### src/rtl/scsi_pkg.sv
// scsi_pkg: shared FSM encoding, active-low levels and sizing helper for the
// BeebSCSI target-to-host read latch.
package scsi_pkg;

   localparam logic [1:0] ST_IDLE      = 2'd0;
   localparam logic [1:0] ST_WAIT_HOST = 2'd1;
   localparam logic [1:0] ST_ACK       = 2'd2;
   localparam logic [1:0] ST_WAIT_REL  = 2'd3;

   typedef enum logic [1:0] {
      IDLE      = ST_IDLE,
      WAIT_HOST = ST_WAIT_HOST,
      ACK       = ST_ACK,
      WAIT_REL  = ST_WAIT_REL
   } state_e;

   localparam logic ASSERTED_N = 1'b0;
   localparam logic NEGATED_N  = 1'b1;

   function automatic int clog2(input int v);
      int r;
      r = 0;
      while ((1 << r) < v) r++;
      return r;
   endfunction

endpackage

### src/rtl/scsi_sync.sv
// scsi_sync: STAGES-deep flop chain bringing an asynchronous SCSI line into
// the CLK domain; resets to the line's inactive level.
module scsi_sync #(
   parameter int   STAGES    = 2,
   parameter logic RESET_VAL = 1'b0
) (
   input  logic clk,
   input  logic rst_n,
   input  logic d_i,
   output logic q_o
);

   logic [STAGES-1:0] sync_q;

   always_ff @(posedge clk or negedge rst_n) begin
      if (!rst_n) sync_q <= {STAGES{RESET_VAL}};
      else        sync_q <= {sync_q[STAGES-2:0], d_i};
   end

   assign q_o = sync_q[STAGES-1];

endmodule

### src/rtl/scsi_read_latch.sv
// scsi_read_latch: captures a target data-in byte for the host data register
// and completes the REQ/ACK handshake once the host has read it.
module scsi_read_latch
   import scsi_pkg::*;
#(
   parameter int SYNC_STAGES = 2,
   parameter int ACK_CYCLES  = 4
) (
   input  logic       CLK,
   input  logic       nRESET,
   input  logic [7:0] TD,
   input  logic       nREQ,
   input  logic       IO,
   input  logic       HOST_RD,
   output logic [7:0] DOUT,
   output logic       DREADY,
   output logic       nACK,
   output logic       ABORT
);

   localparam int CW = (clog2(ACK_CYCLES) < 1) ? 1 : clog2(ACK_CYCLES);

   logic          nreq_s, io_s;
   state_e        state_q, state_d;
   logic [7:0]    dout_q, dout_d;
   logic          dready_q, dready_d;
   logic          nack_q, nack_d;
   logic          abort_q, abort_d;
   logic [CW-1:0] cnt_q, cnt_d;

   scsi_sync #(.STAGES(SYNC_STAGES), .RESET_VAL(1'b1)) u_sync_nreq (
      .clk(CLK), .rst_n(nRESET), .d_i(nREQ), .q_o(nreq_s)
   );

   scsi_sync #(.STAGES(SYNC_STAGES), .RESET_VAL(1'b0)) u_sync_io (
      .clk(CLK), .rst_n(nRESET), .d_i(IO), .q_o(io_s)
   );

   always_ff @(posedge CLK or negedge nRESET) begin
      if (!nRESET) begin
         state_q  <= IDLE;
         dout_q   <= 8'h00;
         dready_q <= 1'b0;
         nack_q   <= NEGATED_N;
         abort_q  <= 1'b0;
         cnt_q    <= '0;
      end else begin
         state_q  <= state_d;
         dout_q   <= dout_d;
         dready_q <= dready_d;
         nack_q   <= nack_d;
         abort_q  <= abort_d;
         cnt_q    <= cnt_d;
      end
   end

   always_comb begin
      state_d  = state_q;
      dout_d   = dout_q;
      dready_d = dready_q;
      nack_d   = nack_q;
      abort_d  = abort_q;
      cnt_d    = cnt_q;
      case (state_q)
         IDLE: begin
            if (!nreq_s && io_s) begin
               dout_d   = TD;
               dready_d = 1'b1;
               abort_d  = 1'b0;
               state_d  = WAIT_HOST;
            end
         end
         // a host read in the same cycle as a withdrawal still completes the handshake
         WAIT_HOST: begin
            if (HOST_RD) begin
               dready_d = 1'b0;
               nack_d   = ASSERTED_N;
               cnt_d    = CW'(ACK_CYCLES - 1);
               state_d  = ACK;
            end else if (nreq_s || !io_s) begin
               dready_d = 1'b0;
               abort_d  = 1'b1;
               state_d  = IDLE;
            end
         end
         ACK: begin
            if (cnt_q == '0) begin
               nack_d  = NEGATED_N;
               state_d = WAIT_REL;
            end else begin
               cnt_d = cnt_q - CW'(1);
            end
         end
         WAIT_REL: state_d = nreq_s ? IDLE : WAIT_REL;
         default:  state_d = IDLE;
      endcase
   end

   assign DOUT   = dout_q;
   assign DREADY = dready_q;
   assign nACK   = nack_q;
   assign ABORT  = abort_q;

endmodule

### config.mk
export PLATFORM = sky130hd
export DESIGN_NAME = scsi_read_latch
export DESIGN_NICKNAME = d
export VERILOG_FILES = /design/src/rtl/scsi_pkg.sv /design/src/rtl/scsi_sync.sv /design/src/rtl/scsi_read_latch.sv
export SDC_FILE = /design/constraint.sdc
export NUM_CORES = 1
export LEC_CHECK = 0
export CORE_UTILIZATION = 47
export CTS_CLUSTER_SIZE = 12
export DETAILED_ROUTE_END_ITERATION = 8
export GPL_ROUTABILITY_DRIVEN = 0
export PLACE_DENSITY_LB_ADDON = 0.08
export SYNTH_ARGS = -nofsm -noshare
export SYNTH_HDL_FRONTEND = slang
export SYNTH_SLANG_ARGS = --single-unit
### constraint.sdc
create_clock -name CLK -period 1.86 [get_ports CLK]
set_input_delay 0.186 -clock CLK [delete_from_list [all_inputs] [get_ports CLK]]
set_output_delay 0.186 -clock CLK [all_outputs]
set_load 0.03 [all_outputs]
# == Yosys cells after proc, flatten, opt, wreduce, memory -nomap -nowiden ==
# Index checks and enable logic that the tools add are counted.
# totals
register_bits,19
input_bits,13
out_inout_bits,11
# classes
mux,20
eq_ne,10
addsub,1
n_reduce_logical,14
# ops
op,count
2-bit two-way mux,7
"2-bit inequality test, second input constant",6
3-bit AND reduction,4
1-bit two-way mux,8
2-bit one-hot mux with 4 select lines,1
1-bit one-hot mux with 2 select lines,3
"2-bit equality test, second input constant",2
2-bit zero test,2
2-bit one-hot mux with 2 select lines,1
4-bit AND reduction,1
2-bit nonzero test,2
"3-bit inequality test, second input constant",1
"2-bit by 1-bit equality test with 1-bit output, second input constant",1
1-bit zero test,2
2-bit AND reduction,1
"2-bit by 1-bit subtractor with 2-bit output, second input constant",1
1-bit logical AND,1
1-bit logical OR,1

# == Depth between registers and ports, before layout ==
# Gate-level depths: netlist of run 1.
# logic_depth
word_depth,5
depth_mapped,5
ltp_nobuf,5

# == Cells and area by module ==
# Synthesis of run 1 repeated with hierarchy kept, for this count alone.
# hier_totals
cells_unflattened,61
hier_area_um2,784.5
# modules_own_cells
mod,cells_each,seq_area_each_um2,n_inst,area_each_um2
scsi_read_latch,57,376.6,1,681.9
scsi_sync at u_sync_nreq,2,52.6,1,52.6
scsi_sync at u_sync_io,2,50.0,1,50.0

# == Worst setup path before layout of run 1 ==
# Ideal clock, no wire load.
# synth_path
path_kind,register to register
startpoint,register u_sync_nreq.sync_q[1]
endpoint,register dout_q[0] (netlist: DOUT[0])
required_ns,1.735
arrival_time_ns,1.148
stages_incl_launch_ff,4
path_buffers,0
period_less_slack_ns,1.273
setup_ns,0.125
slack_ns,0.587
path_cell_list,dfstp_2 > nand2b_4 > nor3_4 > mux2_2
# synth_between
elab_chain_len,3
# synth_rtl
element,line_no,text
start: declaration,scsi_sync.sv:13,logic [STAGES-1:0] sync_q;
start signal: assignment,scsi_sync.sv:16,if (!rst_n) sync_q <= {STAGES{RESET_VAL}};
start signal: assignment,scsi_sync.sv:17,"else sync_q <= {sync_q[STAGES-2:0], d_i};"
1-bit zero test,scsi_read_latch.sv:66,if (!nreq_s && io_s) begin
1-bit logical AND,scsi_read_latch.sv:66,
2-bit AND reduction (no line),--,
end signal: assignment,scsi_read_latch.sv:49,dout_q <= dout_d;
end: declaration,scsi_read_latch.sv:25,"logic [7:0] dout_q, dout_d;"
# No other way between the ends.
# A chain may end at the register's enable or synchronous reset.

# == Worst setup path after layout of run 1 ==
# layout_path
startpoint,register nack_q (netlist: nACK)
endpoint,output port nACK
# layout_lines
element,line_no,text
start: declaration,scsi_read_latch.sv:27,"logic nack_q, nack_d;"
start signal: assignment,scsi_read_latch.sv:51,nack_q <= nack_d;
end: declaration,scsi_read_latch.sv:17,"output logic nACK,"
# No word-level cell between the ends.

==> flow_summary.yaml, run 1 <==
status:
  outcome: "finished clean"
logic_synthesis:
  seq_area_frac_synth_pct: 61.58
  synth_top_area_share_pct: 51.45
  synthTopCellsByArea: "dfrtp_1 (51%), mux2_2 (12%), dfstp_2 (10%)"
  synthTopCellsByCount: "dfrtp_1 (16), mux2_2 (8), a21oi_1 (4), nand2_1 (4), o21ai_0 (4)"
  synth_edf_count: 0
  syn-num-nets: 75
  synth.avg_cell_area_sq_um: 12.76
  syn_area_sq_um: 778.2
  yosysMostFrequentCell: "dfrtp_1"
  postSynth.asyncResetShare_pct: 100.0
  synth_largest_area_cell: "dfrtp_1"
  synth_cells: 61
  synthDistinctLibCells: 22
  ys_ff_latch: 19
  ys_warn_count: 0
  synthFlopType: "dfrtp_1"
clock_tree:
  cts_hold_buf: 0
  clk_latency_ns: 0.28
  htreeDepth: 1
  cts_tree: "yes"
  root_buffer: "clkbuf_4"
  cts_buffers: 3
  clkSinkCount: 19
  cts_setup_buffers: 0
  cts_resized: 0
  cts_buffer_depth: 2
  clk_pin_slew_ns: 0.10
power:
  power_frac_seq_pct: 40.0
  power.share.switching_pct: 38.74
  peakVddDrop_uv: 960.0
  p_clk_share_pct: 11.4
  internal-power_mw: 1.067
  power.switching_mw: 0.6749
  comb_power_share_pct: 48.6
  power_leakage_nw: 0.4530
  power_density_mw_per_mm2: 1642
  power.total_mw: 1.742
placement:
  hpwl_microns: 947.8
  place_area_sq_mm: 0.001035
  port_buffers: 23
  preCtsSetupSlack_ns: 0.3427
  dp_cells: 100
floorplan:
  num_io_pins: 24
  die_h_microns: 42.69
  die_area_sq_mm: 0.001822
  die_w_microns: 42.69
  core-area_sq_mm: 0.001524
  start_util_pct: 51.07
  num_rows: 14
global_route:
  grt.total_usage_pct: 17.04
  grt_overflow: 0
  antenna_found_initial: 0
  grt_pass1_wl_microns: 2325
  grt_pass1_vias: 542
  grt_max_degree: 20
drt:
  finalWirelength_microns: 1290
  first_pass_iters: 1
  vias_per_cell: 5.173
  drt-initial-drc-count: 0
  antenna_left: 0
  vias: 538
  wire_per_inst_microns: 12.40
  route.detailed.drc: 0
worst_setup_path:
  start_kind: "flop"
  rr_worst_depth: 2
  regToRegStartpoint: "state_q[1]"
  cp_cell_sequence: "clkdlybuf4s50_1"
  slowest_delay_ns: 0.66
  crit_arrival_ns: 1.50
  critPathSlowestCell: "clkdlybuf4s50_1"
  r2r_slack_ns: 0.35
  reg2reg_to: "DOUT[3]"
  cp_num_buf_inv: 1
  cp.required_ns: 1.67
  worstPathMaxFanout: 3
  path_class: "flop to output port"
  crit_family: "buffers and inverters"
  critPathCaptureType: "output port"
timing:
  hold_violations: 0
  min_period_ns: 1.686
  fmaxAchievable_mhz: 593.3
  fin_crit_sh_pct: 90.62
  setup_ws_ns: 0.1745
  timing.final.max_slew_violations: 0
  finalSetupTns_ns: 0
  worstMarginPinSlew_ns: 0.4656
  slew_headroom_pct: 68.86
  fin_skew_ns: 0.002000
  setup_viol: 0
  rsz0062_at_grt: "no"
layout:
  syn2layout_area_growth_pct: 36.33
  nNetsFinal: 103
  stdcell_area_sq_mm: 0.001061
  n_antenna_cell: 0
  n_fill_cell: 120
  stdcell_count: 104
  drive_gt1_share_pct: 23.86
hold_path:
  hold_class: "input pin to async pin"
job:
  drv_cap: 0
[cell usage in the layout (no fill, tap or decap), drive strengths merged, types with 2 or more instances in the layout]
cell	n
or3b	2
nand3b	2
clkbuf	4
o21ai	4
nor3	2
dfrtp	16
nor2	3
mux2	8
inv	3
buf	2
nand2	4
dfstp	3
a21oi	4
clkdlybuf4s50	23
[how the worst max path moves through the flow]
stage / endpoint / cells after the start / from
floorplan: DOUT[0] / 3 / u_sync_nreq.sync_q[1]
CTS: nACK / 1 / nACK
global placement: DOUT[3] / 2 / state_q[1]
finish: nACK / 1 / nACK
global route: nACK / 1 / nACK
detailed placement: DOUT[3] / 2 / state_q[1]
[sequential cells by signal, indices dropped and copies added (netlist names)]
| signal | flops |
|---|---|
| DREADY | 1 |
| state_q | 2 |
| ABORT | 1 |
| DOUT | 8 |
| u_sync_io.sync_q | 2 |
| nACK | 1 |
| cnt_q | 2 |
| u_sync_nreq.sync_q | 2 |
[per-layer routing]
metal | track usage, % | vias to the layer above | wire [microns]
met5 | 0 | - | 0
met4 | 7.500 | 0 | 8
met3 | 2.553 | 2 | 59
met2 | 26.36 | 15 | 617
met1 | 23.85 | 253 | 605
li1 | - | 268 | -
[final cells by class]
class / instances / area (sq um) / share of cell area [%]
timing repair buffer: 25 / 245.2 / 23.11
inverter: 3 / 11.26 / 1.061
sequential: 19 / 479.2 / 45.17
tap: 16 / 20.02 / 1.887
clock buffer: 4 / 26.28 / 2.476
multi-input combinational: 37 / 279.0 / 26.30
[power groups by stage]
stage | registers (mW) | clock network [mW] | logic (mW)
floorplan | 0.901 | 0 | 0.327
global placement | 0.700 | 0 | 0.835
detailed placement | 0.706 | 0 | 0.854
CTS | 0.699 | 0.208 | 0.858
global route | 0.722 | 0.220 | 0.908
finish | 0.697 | 0.198 | 0.847
[cell families after synthesis]
family	Yosys count	synth area share (%)
AOI/OAI and AO/OA	11	8.040
and+or+nand+nor	17	14.63
DFF	19	61.58
muxes	8	11.58
buffers and inverters	5	2.571
adders and majority gates	1	1.607
[metrics by stage]
step                hold WS, ns  utilization [%]
floorplan               -0.1096                -
global placement         0.3339            67.90
detailed placement       0.3456            67.90
CTS                      0.2306            69.62
global route             0.2347            69.62
finish                   0.2252            69.62
(Power assumes the default switching activity.)
==> run 2: changes to the inputs <==
- GPL_TIMING_DRIVEN: unset -> 0
==> run 2 against run 1 <==
Compared with the run above: final cell count unchanged; count of clock-buffer cells in the layout down 1; register-to-register slack better by 0.08 ns; wire length down 0.85%; clock skew up 0.0060 ns; core utilization down 0.33 points; hold slack better by 0.059 ns; first-iteration DRC count up 6; fmax down 0.12%; die area unchanged; sequential share of layout area up 0.21 points; setup slack worse by 0.0020 ns.
==> flow_summary.yaml, run 2 (synthesis results as in run 1) <==
status:
  outcome: "finished clean"
layout:
  largest_reg_flops: 8
  nNetsFinal: 103
  stdcell_area_sq_mm: 0.001056
  final_common_cell: "clkdlybuf4s50_1"
  n_fill_cell: 126
  syn2layout_area_growth_pct: 35.69
  n_antenna_cell: 0
  final_cell_mix: "clkdlybuf4s50_1 (23), dfrtp_1 (16), mux2_2 (8)"
  final_util_pct: 69.29
  drive_gt1_share_pct: 23.86
worst_setup_path:
  cp.required_ns: 1.67
  critical_path.startpoint: "nACK"
  cp_num_buf_inv: 1
  crit_family: "buffers and inverters"
  regToRegStartpoint: "u_sync_nreq.sync_q[1]"
  path_class: "flop to output port"
  critPathCaptureType: "output port"
  start_kind: "flop"
  worstPathMaxFanout: 3
  slowest_delay_ns: 0.66
  cp_cell_sequence: "clkdlybuf4s50_1"
  r2r_slack_ns: 0.43
  critPathSlowestCell: "clkdlybuf4s50_1"
  crit_arrival_ns: 1.50
clock_tree:
  cts_resized: 0
  clk_pin_slew_ns: 0.11
  cts_setup_buffers: 0
  cts_buffer_depth: 2
  clkSinkCount: 19
  htreeDepth: 1
  cts_tree: "yes"
  cts_hold_buf: 0
  cts_buffers: 3
  clk_latency_ns: 0.29
  root_buffer: "clkbuf_4"
placement:
  place_area_sq_mm: 0.001028
  hpwl_microns: 943
  preCtsSetupSlack_ns: 0.4183
  port_buffers: 23
power:
  power_density_mw_per_mm2: 1649
  power.total_mw: 1.741
  power_leakage_nw: 0.4518
  peakVddDrop_uv: 874.6
drt:
  vias: 544
  first_pass_iters: 4
  drt-initial-drc-count: 6
  route.detailed.drc: 0
  antenna_left: 0
  wire_per_inst_microns: 12.30
  vias_per_cell: 5.231
  finalWirelength_microns: 1279
timing:
  worstMarginPinSlew_ns: 0.8210
  setup_ws_ns: 0.1724
  fin_crit_sh_pct: 90.73
  finalSetupTns_ns: 0
  timing.final.max_slew_violations: 0
  slew_headroom_pct: 45.09
  setup_viol: 0
  min_period_ns: 1.688
  rsz0062_at_grt: "no"
  fin_skew_ns: 0.007968
  hold_violations: 0
  fmaxAchievable_mhz: 592.6
global_route:
  grt_pass1_wl_microns: 2270
  grt_max_degree: 20
  antenna_found_initial: 0
  grt.total_usage_pct: 17.01
  grt_overflow: 0
  grt_pass1_vias: 550
floorplan:
  die_w_microns: 42.69
  core-area_sq_mm: 0.001524
  die_h_microns: 42.69
  start_util_pct: 51.07
  num_rows: 14
  die_area_sq_mm: 0.001822
  num_io_pins: 24
hold_path:
  min-delay-start: "nREQ"
  hold_class: "input pin to flop"
job:
  drv_cap: 0
run 2: cell count changes in the layout (fill, tap and decap cells not counted):
| cell | delta |
|---|---|
| buf_2 | +1 |
| clkinv_2 | +1 |
| buf_4 | -2 |
run 2: per-layer routing:
layer,part of all wire (%),global-route usage [%]
met1,45,20.29
met2,49,29.09
met3,4.8,2.553
met4,0.70,9.375
met5,0,0
run 2: power by group:
part / internal, mW / total [mW] / switching, mW
combinational: 0.402 / 0.866 / 0.464
clock: 0.0799 / 0.199 / 0.119
sequential: 0.580 / 0.676 / 0.0960
run 2: area by class of cell:
cell class	count	area [sq um]	area share (%)
multi-input combinational	37	279.0	26.42
sequential	19	479.2	45.38
clock buffer	3	22.52	2.133
timing repair buffer	23	230.2	21.80
inverter	3	11.26	1.066
clock inverter	1	5.005	0.4739
tap	16	20.02	1.896
buffer	2	8.758	0.8294
run 2: path summary, 6_finish.rpt:
check	cells past startpoint	to
worst max-delay path	1	nACK
worst min-delay path	1	u_sync_nreq.sync_q[0]
worst max register to register	3	DOUT[2]
worst min register to register	0	u_sync_io.sync_q[1]
max in group asynchronous	1	DOUT[3]
min in group asynchronous	1	state_q[0]
run 2: stage by stage:
| step | std cells | hold slack (ns) |
|---|---|---|
| global route | 104 | 0.2856 |
| CTS | 104 | 0.2736 |
| floorplan | 61 | -0.1096 |
| global placement | 100 | 0.3364 |
| finish | 104 | 0.2845 |
| detailed placement | 100 | 0.3347 |
